<file path="src/rtl/ysyx_24110006_imm_stage.sv">
// rtl/ysyx_24110006_imm_stage.sv - RISC-V immediate decode feeding a DEPTH-entry output FIFO.
// Define YSYX_24110006_IMM_CSR_EN to decode CSR-immediate (zimm) instructions as fmt 7.
module ysyx_24110006_imm_stage #(
  parameter int XLEN  = 32,
  parameter int DEPTH = 2
) (
  input  logic                     i_clock,
  input  logic                     i_rst_n,
  input  logic                     i_valid,
  output logic                     o_ready,
  input  logic [31:0]              i_inst,
  input  logic                     i_flush,
  output logic                     o_valid,
  input  logic                     i_ready,
  output logic [XLEN-1:0]          o_imm,
  output logic [2:0]               o_fmt,
  output logic [31:0]              o_inst,
  output logic [11:0]              o_csr,
  output logic [$clog2(DEPTH):0]   o_count
);

  localparam int AW = $clog2(DEPTH);
  localparam int CW = AW + 1;

  localparam logic [2:0] FMT_NONE = 3'd0;
  localparam logic [2:0] FMT_I    = 3'd1;
  localparam logic [2:0] FMT_U    = 3'd2;
  localparam logic [2:0] FMT_J    = 3'd3;
  localparam logic [2:0] FMT_S    = 3'd4;
  localparam logic [2:0] FMT_B    = 3'd5;
  localparam logic [2:0] FMT_R    = 3'd6;
  localparam logic [2:0] FMT_Z    = 3'd7;

  logic [2:0]      dec_fmt;
  logic [XLEN-1:0] dec_imm;
  logic [6:0]      opc;

  assign opc = i_inst[6:0];

  always_comb begin
    dec_fmt = FMT_NONE;
    case (opc)
      7'b0010011, 7'b1100111, 7'b0000011: dec_fmt = FMT_I;
      7'b1110011: begin
`ifdef YSYX_24110006_IMM_CSR_EN
        dec_fmt = i_inst[14] ? FMT_Z : FMT_I;
`else
        dec_fmt = FMT_I;
`endif
      end
      7'b0110111, 7'b0010111: dec_fmt = FMT_U;
      7'b1101111:             dec_fmt = FMT_J;
      7'b0100011:             dec_fmt = FMT_S;
      7'b1100011:             dec_fmt = FMT_B;
      7'b0110011:             dec_fmt = FMT_R;
      7'b0011011:             dec_fmt = (XLEN == 64) ? FMT_I : FMT_NONE;
      7'b0111011:             dec_fmt = (XLEN == 64) ? FMT_R : FMT_NONE;
      default:                dec_fmt = FMT_NONE;
    endcase
  end

  // Signed size casts sign-extend each raw field to XLEN.
  always_comb begin
    dec_imm = '0;
    case (dec_fmt)
      FMT_I: dec_imm = XLEN'($signed(i_inst[31:20]));
      FMT_U: dec_imm = XLEN'($signed({i_inst[31:12], 12'b0}));
      FMT_J: dec_imm = XLEN'($signed({i_inst[31], i_inst[19:12], i_inst[20], i_inst[30:21], 1'b0}));
      FMT_S: dec_imm = XLEN'($signed({i_inst[31:25], i_inst[11:7]}));
      FMT_B: dec_imm = XLEN'($signed({i_inst[31], i_inst[7], i_inst[30:25], i_inst[11:8], 1'b0}));
      FMT_R: dec_imm = XLEN'(i_inst[31:25]);
      FMT_Z: dec_imm = XLEN'(i_inst[19:15]);
      default: dec_imm = '0;
    endcase
  end

  logic [XLEN-1:0] imm_q  [DEPTH];
  logic [2:0]      fmt_q  [DEPTH];
  logic [31:0]     inst_q [DEPTH];
  logic [AW-1:0]   wr_q, wr_d, rd_q, rd_d;
  logic [CW-1:0]   count_q, count_d;
  logic            push, pop;

  assign o_ready = (count_q != CW'(DEPTH));
  assign o_valid = (count_q != '0);
  assign push    = i_valid && o_ready;
  assign pop     = o_valid && i_ready;

  always_comb begin
    wr_d    = wr_q;
    rd_d    = rd_q;
    count_d = count_q;
    if (i_flush) begin
      wr_d    = '0;
      rd_d    = '0;
      count_d = '0;
    end else begin
      if (push) wr_d = wr_q + AW'(1);
      if (pop)  rd_d = rd_q + AW'(1);
      case ({push, pop})
        2'b10:   count_d = count_q + CW'(1);
        2'b01:   count_d = count_q - CW'(1);
        default: count_d = count_q;
      endcase
    end
  end

  always_ff @(posedge i_clock or negedge i_rst_n) begin
    if (!i_rst_n) begin
      wr_q    <= '0;
      rd_q    <= '0;
      count_q <= '0;
      for (int i = 0; i < DEPTH; i++) begin
        imm_q[i]  <= '0;
        fmt_q[i]  <= '0;
        inst_q[i] <= '0;
      end
    end else begin
      wr_q    <= wr_d;
      rd_q    <= rd_d;
      count_q <= count_d;
      if (push && !i_flush) begin
        imm_q[wr_q]  <= dec_imm;
        fmt_q[wr_q]  <= dec_fmt;
        inst_q[wr_q] <= i_inst;
      end
    end
  end

  // Payload is gated so an empty buffer presents all zeros.
  assign o_imm   = o_valid ? imm_q[rd_q]  : '0;
  assign o_fmt   = o_valid ? fmt_q[rd_q]  : '0;
  assign o_inst  = o_valid ? inst_q[rd_q] : '0;
  assign o_count = count_q;

`ifdef YSYX_24110006_IMM_CSR_EN
  assign o_csr = (o_valid && fmt_q[rd_q] == FMT_Z) ? inst_q[rd_q][31:20] : 12'd0;
`else
  assign o_csr = 12'd0;
`endif

endmodule

</file>
<file path="config.mk">
export PLATFORM = sky130hd
export DESIGN_NAME = ysyx_24110006_imm_stage
export DESIGN_NICKNAME = d
export VERILOG_FILES = /design/src/rtl/ysyx_24110006_imm_stage.sv
export SDC_FILE = /design/constraint.sdc
export NUM_CORES = 1
export LEC_CHECK = 0
export BUFFER_PORTS_ARGS = -buffer_cell sky130_fd_sc_hd__clkbuf_2
export CORE_AREA = 4 4 119 121
export CTS_CLUSTER_DIAMETER = 200
export DETAILED_ROUTE_END_ITERATION = 8
export DIE_AREA = 0 0 123 125
export HOLD_SLACK_MARGIN = 0.1
export PLACE_DENSITY = 0.86
export SKIP_LAST_GASP = 1
export SLEW_MARGIN = 40
export SYNTH_ARGS = -nofsm -noshare
export SYNTH_HDL_FRONTEND = slang
export SYNTH_SLANG_ARGS = --single-unit
</file>
<file path="constraint.sdc">
create_clock -name i_clock -period 1.8 [get_ports i_clock]
set_input_delay 0.18 -clock i_clock [delete_from_list [all_inputs] [get_ports i_clock]]
set_output_delay 0.18 -clock i_clock [all_outputs]
set_load 0.01 [all_outputs]
</file>
==> After elaboration in Yosys (flattened, before gate mapping) <==
Index checks and enable logic that the tools add are counted.
{ "word_totals": {"elab_cells": 76, "output_inout_bits": 83, "input_bits": 37, "register_bits": 138} }
{ "classes": {"n_eq_ne": 20, "bitwise": 2, "add_sub_neg": 4, "muxes": 27, "magnitude_cmp": 3, "reduce_logical": 11} }
{ "op_table": {"columns": ["cell", "n"], "rows": [
  ["$mux 32", 9],
  ["$pmux 32 s7", 1],
  ["$bwmux 64", 2],
  ["$demux 32 s1", 1],
  ["$eq 7x7->1 const B", 4],
  ["$eq 7x6->1 const B", 3],
  ["$pmux 3 s6", 1],
  ["$mux 3", 5],
  ["$eq 7x5->1 const B", 2],
  ["$eq 3x3->1 const B", 4],
  ["$eq 7x2->1 const B", 1],
  ["$bwmux 6", 1],
  ["$eq 3x2->1 const B", 2],
  ["$reduce_bool 2->1", 3],
  ["$ge 2x2->1 const B", 2],
  ["$logic_and 1x1->1", 4],
  ["$mux 1", 4],
  ["$not 1->2", 2],
  ["$pmux 2 s2", 1],
  ["$reduce_or 4->1", 1],
  ["$demux 3 s1", 1],
  ["$eq 3x1->1 const B", 1],
  ["$reduce_bool 3->1", 1],
  ["$add 1x1->1 const B", 2],
  ["other kinds (9)", 9]
]} }

==> Logic depth before layout (Yosys ltp) <==
{ "depth": {"ltp_word": 6, "depth_mapped": 8, "ltp_nobuf": 5} }

==> Worst setup path before layout <==
No wires, ideal clock.
{ "synth_path": {"path_type": "reg-to-reg", "start": "register count_q[0], in the netlist o_count[0]", "end": "register imm_q[33] (netlist bit)", "stages_incl_launch_ff": 7, "required_time_ns": 1.672, "t_arrival_ns": 1.484, "path_buffers": 3, "synth_period_minus_slack_ns": 1.612, "path_slack_ns": 0.188, "setup_time_ns": 0.128, "cell_sequence": "dfrtp_1 > nand2b_1 > buf_4 > and3b_1 > buf_2 > buf_2 > mux2_1"} }
{ "synth_via": {"elab_chain_cells": 3} }
{ "synth_lines": {"columns": ["element", "line", "source"], "rows": [
  ["start: declaration", "81", "logic [CW-1:0] count_q, count_d;"],
  ["start signal: assignment", "121", "count_q <= count_d;"],
  ["$ne 2x2->1", "84", "assign o_ready = (count_q != CW'(DEPTH));"],
  ["named net o_ready", "10", "output logic o_ready,"],
  ["$logic_and 1x1->1", "86", "assign push = i_valid && o_ready;"],
  ["$logic_and 1x1->1", "122", "if (push && !i_flush) begin"],
  ["end signal: indexed assignment", "123", "imm_q[wr_q] <= dec_imm;"],
  ["end: declaration", "77", "logic [XLEN-1:0] imm_q [DEPTH];"]
]} }
The timed path passes the listed nets, and every way through them passes these cells.
A chain may end at the register's enable or synchronous reset.

==> Final worst setup path <==
{ "layout_path": {"start": "register rd_q", "end": "output port o_imm[11]"} }
{ "layout_via": {"elab_chain_cells": 5} }
{ "layout_lines": {"columns": ["element", "line", "source"], "rows": [
  ["start: declaration", "80", "logic [AW-1:0] wr_q, wr_d, rd_q, rd_d;"],
  ["start signal: assignment", "120", "rd_q <= rd_d;"],
  ["$not 1->2 (not written as such)", "131", "assign o_imm = o_valid ? imm_q[rd_q] : '0;"],
  ["$mux 32 (not written as such) (3 in a row)", "131", null],
  ["$mux 32", "131", null],
  ["end: declaration", "15", "output logic [XLEN-1:0] o_imm,"]
]} }
No other way between the ends. The select of a mux whose other input is x is not followed.

==> impl_metrics.csv <==
group,metric,value,unit
critical_path,critPathLaunch,"rd_q$_DFFE_PN0P_",
placement,gp_congestion,0.924,
sta,timing.fmax,522,MHz
synthesis,synth.most_common_cell,"nand2_1",
sta,setup_viol,51,
clocking,clk_latency,0.43,ns
drt,wl_per_cell,19.2,µm
sta,drv_slew,0,
power_and_ir_drop,leakagePower,4.45,nW
clocking,clock_sinks,138,
critical_path,r2r_cells,5,
synthesis,synth_area_leaders,"dfrtp_1, nand2_1, mux2i_1, nor2_1, a21oi_1",
global_route,gr-total-overflow,0,
clocking,clock_path_buffers,2,
floorplan,ioPinCount,120,
clocking,cts_tree,"built",
sta,tns,-1.56,ns
layout,syn_to_final_growth,29.2,%
critical_path,path_class,"flip-flop to output port",
critical_path,crit-reg2reg-launch,"o_count[0]$_DFFE_PN0P_",
sta,final_hold_viol_count,0,
synthesis,synth_top_cells_by_count,"nand2_1, dfrtp_1, nor2_1, mux2i_1, a21oi_1",
synthesis,netlist_instances,784,
drt,firstDrtPassIters,6,
drt,viasPerCell,5.84,
sta,min_period_over_period,1.06,
critical_path,crit_path_end,"o_imm[11]",
sta,finClkSkew,0.00710,ns
floorplan,placementRows,42,
sta,maxSlewHeadroom,0.585,
synthesis,synth_edf_count,0,
placement,numPortBuffers,107,
floorplan,die_area,15400,µm²
placement,dpl_cell_area,7880,µm²
floorplan,coreArea,13100,µm²
synthesis,synth_cell_types,56,
synthesis,synth_ff_type,"dfrtp_1",
drt,detail-route-antenna-nets,0,
global_route,grt_pass1_vias,6383,
min_path,min_path_type,"input pin to flip-flop",
synthesis,synth_top_area_frac,0.490,
sta,min_period,1.92,ns
synthesis,yosysSeqAreaShare,0.490,
layout,drive_above_1_share,0.257,
global_route,grt_pass1_wl,32700,µm
critical_path,endpoint_kind,"output port",
clocking,cts.htree.levels,4,
drt,wl,21400,µm
critical_path,timing.rr.end,"imm_q[63]$_DFFE_PN0P_",
drt,drt-initial-drc-count,837,
layout,final_area,9110,µm²
critical_path,worstPathMaxFanout,6,
global_route,antenna_found_initial,0,
critical_path,critPathRequiredTime,1.62,ns
critical_path,ff2ff_setup_slack,0.13,ns
synthesis,yosys.area.top_type,"dfrtp_1",
clocking,clk_pin_slew,0.06,ns
status,violations,"setup timing",
critical_path,arrival,1.74,ns
placement,dp_hpwl,13200,µm
power_and_ir_drop,p_per_area,1120,nW/µm²
synthesis,yosysWarningCount,0,
floorplan,fp.dieH,125,µm
drt,num_vias,6515,
layout,fin_nets,964,
global_route,grt_usage,0.273,
run,drv_cap,0,
sta,rsz0062_at_grt,"true",
status,run_status,"complete, but fails checks",
layout,fill_cells,916,
floorplan,initial_utilization,0.539,
synthesis,avgSynthCellArea,8.99,µm²
sta,worst_pin_slew,0.614,ns
sta,timing.final.ws_setup,-0.116,ns
drt,drc,0,
synthesis,syn_area,7050,µm²
power_and_ir_drop,irDropWorstVdd,0.000643,V
critical_path,startpoint_type,"flip-flop",
clocking,clockRootBuffer,"clkbuf_16",
floorplan,fp.dieW,123,µm
global_route,grt_start_max_net_pins,51,
clocking,cts_made_buffers,17,
synthesis,async_reset_ff_frac,1.00,
synthesis,synth_seq_cells,138,
placement,dp_slack,0.119,ns
layout,antenna_cells,0,
-- worst max-delay path, cell delays in order (launching register included) --
cell	delay, ns
dfrtp_4	0.59
clkbuf_16	0.21
mux2i_1	0.12
nor2_1	0.20
buf_2	0.19
-- through the flow --
stage | utilization | power, mW | hold slack, ns | cells
5_1_grt | 0.696 | 10.6 | 0.132 | 1116
4_1_cts | 0.679 | 10.0 | 0.113 | 1105
3_3_place_gp | 0.602 | 5.77 | 0.145 | 1046
6_report | 0.696 | 10.2 | 0.108 | 1116
3_5_place_dp | 0.602 | 5.88 | 0.146 | 1046
2_1_floorplan | - | 5.20 | -0.116 | 795
-- layout make-up --
class,instances,area (µm²),share of cell area
clock buffer,22,484,0.0532
clock inverter,10,210,0.0231
inverter,4,15.0,0.00165
multi-input combinational,583,3340,0.367
sequential,138,3460,0.380
tap,176,220,0.0242
timing repair buffer,183,1380,0.151
-- report_power, final --
group          leakage [nW]  switching (mW)  internal (mW)  total (mW)
Sequential             1.76           0.398           3.72        4.12
Clock                 0.337            1.32           2.75        4.07
Combinational          2.36            1.14          0.866        2.01
-- metal layers --
layer,vias up,wire length (µm),track usage
met5,-,0,0
li1,2886,-,-
met3,71,1950,0.0528
met4,0,777,0.131
met1,3152,8320,0.362
met2,406,10300,0.429
-- state kept, by name (all words and copies together) (netlist names) --
signal / cells
imm_q: 64
inst_q: 64
fmt_q: 6
o_count: 2
rd_q: 1
wr_q: 1
-- cells by family (layout without fill, tap and decap cells) --
group,count (synthesis),in the layout,synth area share
simple gates,387,387,0.238
flops,138,138,0.490
compound gates,103,103,0.101
mux,78,78,0.112
buf+inv,74,219,0.0550
xor+xnor,3,3,0.00373
other cells,1,12,0.000532
-- cells in the final DEF (no fill, tap or decap), types with 7 or more instances in the layout --
cell type	Yosys	routed
a21oi_1	34	34
buf_12	0	8
buf_4	15	35
clkbuf_16	0	20
clkbuf_2	0	103
conb_1	1	12
dfrtp_1	138	137
dlygate4sd3_1	0	26
mux2i_1	70	56
mux2i_2	0	13
nand2_1	214	214
nand3_1	15	15
nand3_2	11	11
nor2_1	112	109
o21ai_0	19	19
o21ai_1	7	7
o22ai_1	9	9
-- worst min-delay path by stage --
stage,endpoint,slack (ns),startpoint,cells after the start
after floorplan,fmt_q[0]$_DFFE_PN0P_,-0.12,i_rst_n,0
after global placement,imm_q[16]$_DFFE_PN0P_,0.14,i_rst_n,1
after detailed placement,imm_q[51]$_DFFE_PN0P_,0.15,i_rst_n,1
after CTS,inst_q[26]$_DFFE_PN0P_,0.11,i_inst[26],3
after global routing,inst_q[38]$_DFFE_PN0P_,0.13,i_inst[6],3
final,o_count[0]$_DFFE_PN0P_,0.11,i_ready,3
-- repair_timing --
action | 4_1_cts | 5_1_grt
setup endpoints to repair | 31 | 90
cloned | 1 | 5
gates resized for setup | 4 | 24
pin swaps | 1 | 3
setup buffers | 0 | 6
endpoints found under the hold margin | 115 | 0
hold buffers | 26 | 0
Power figures use the tool's default switching activity.
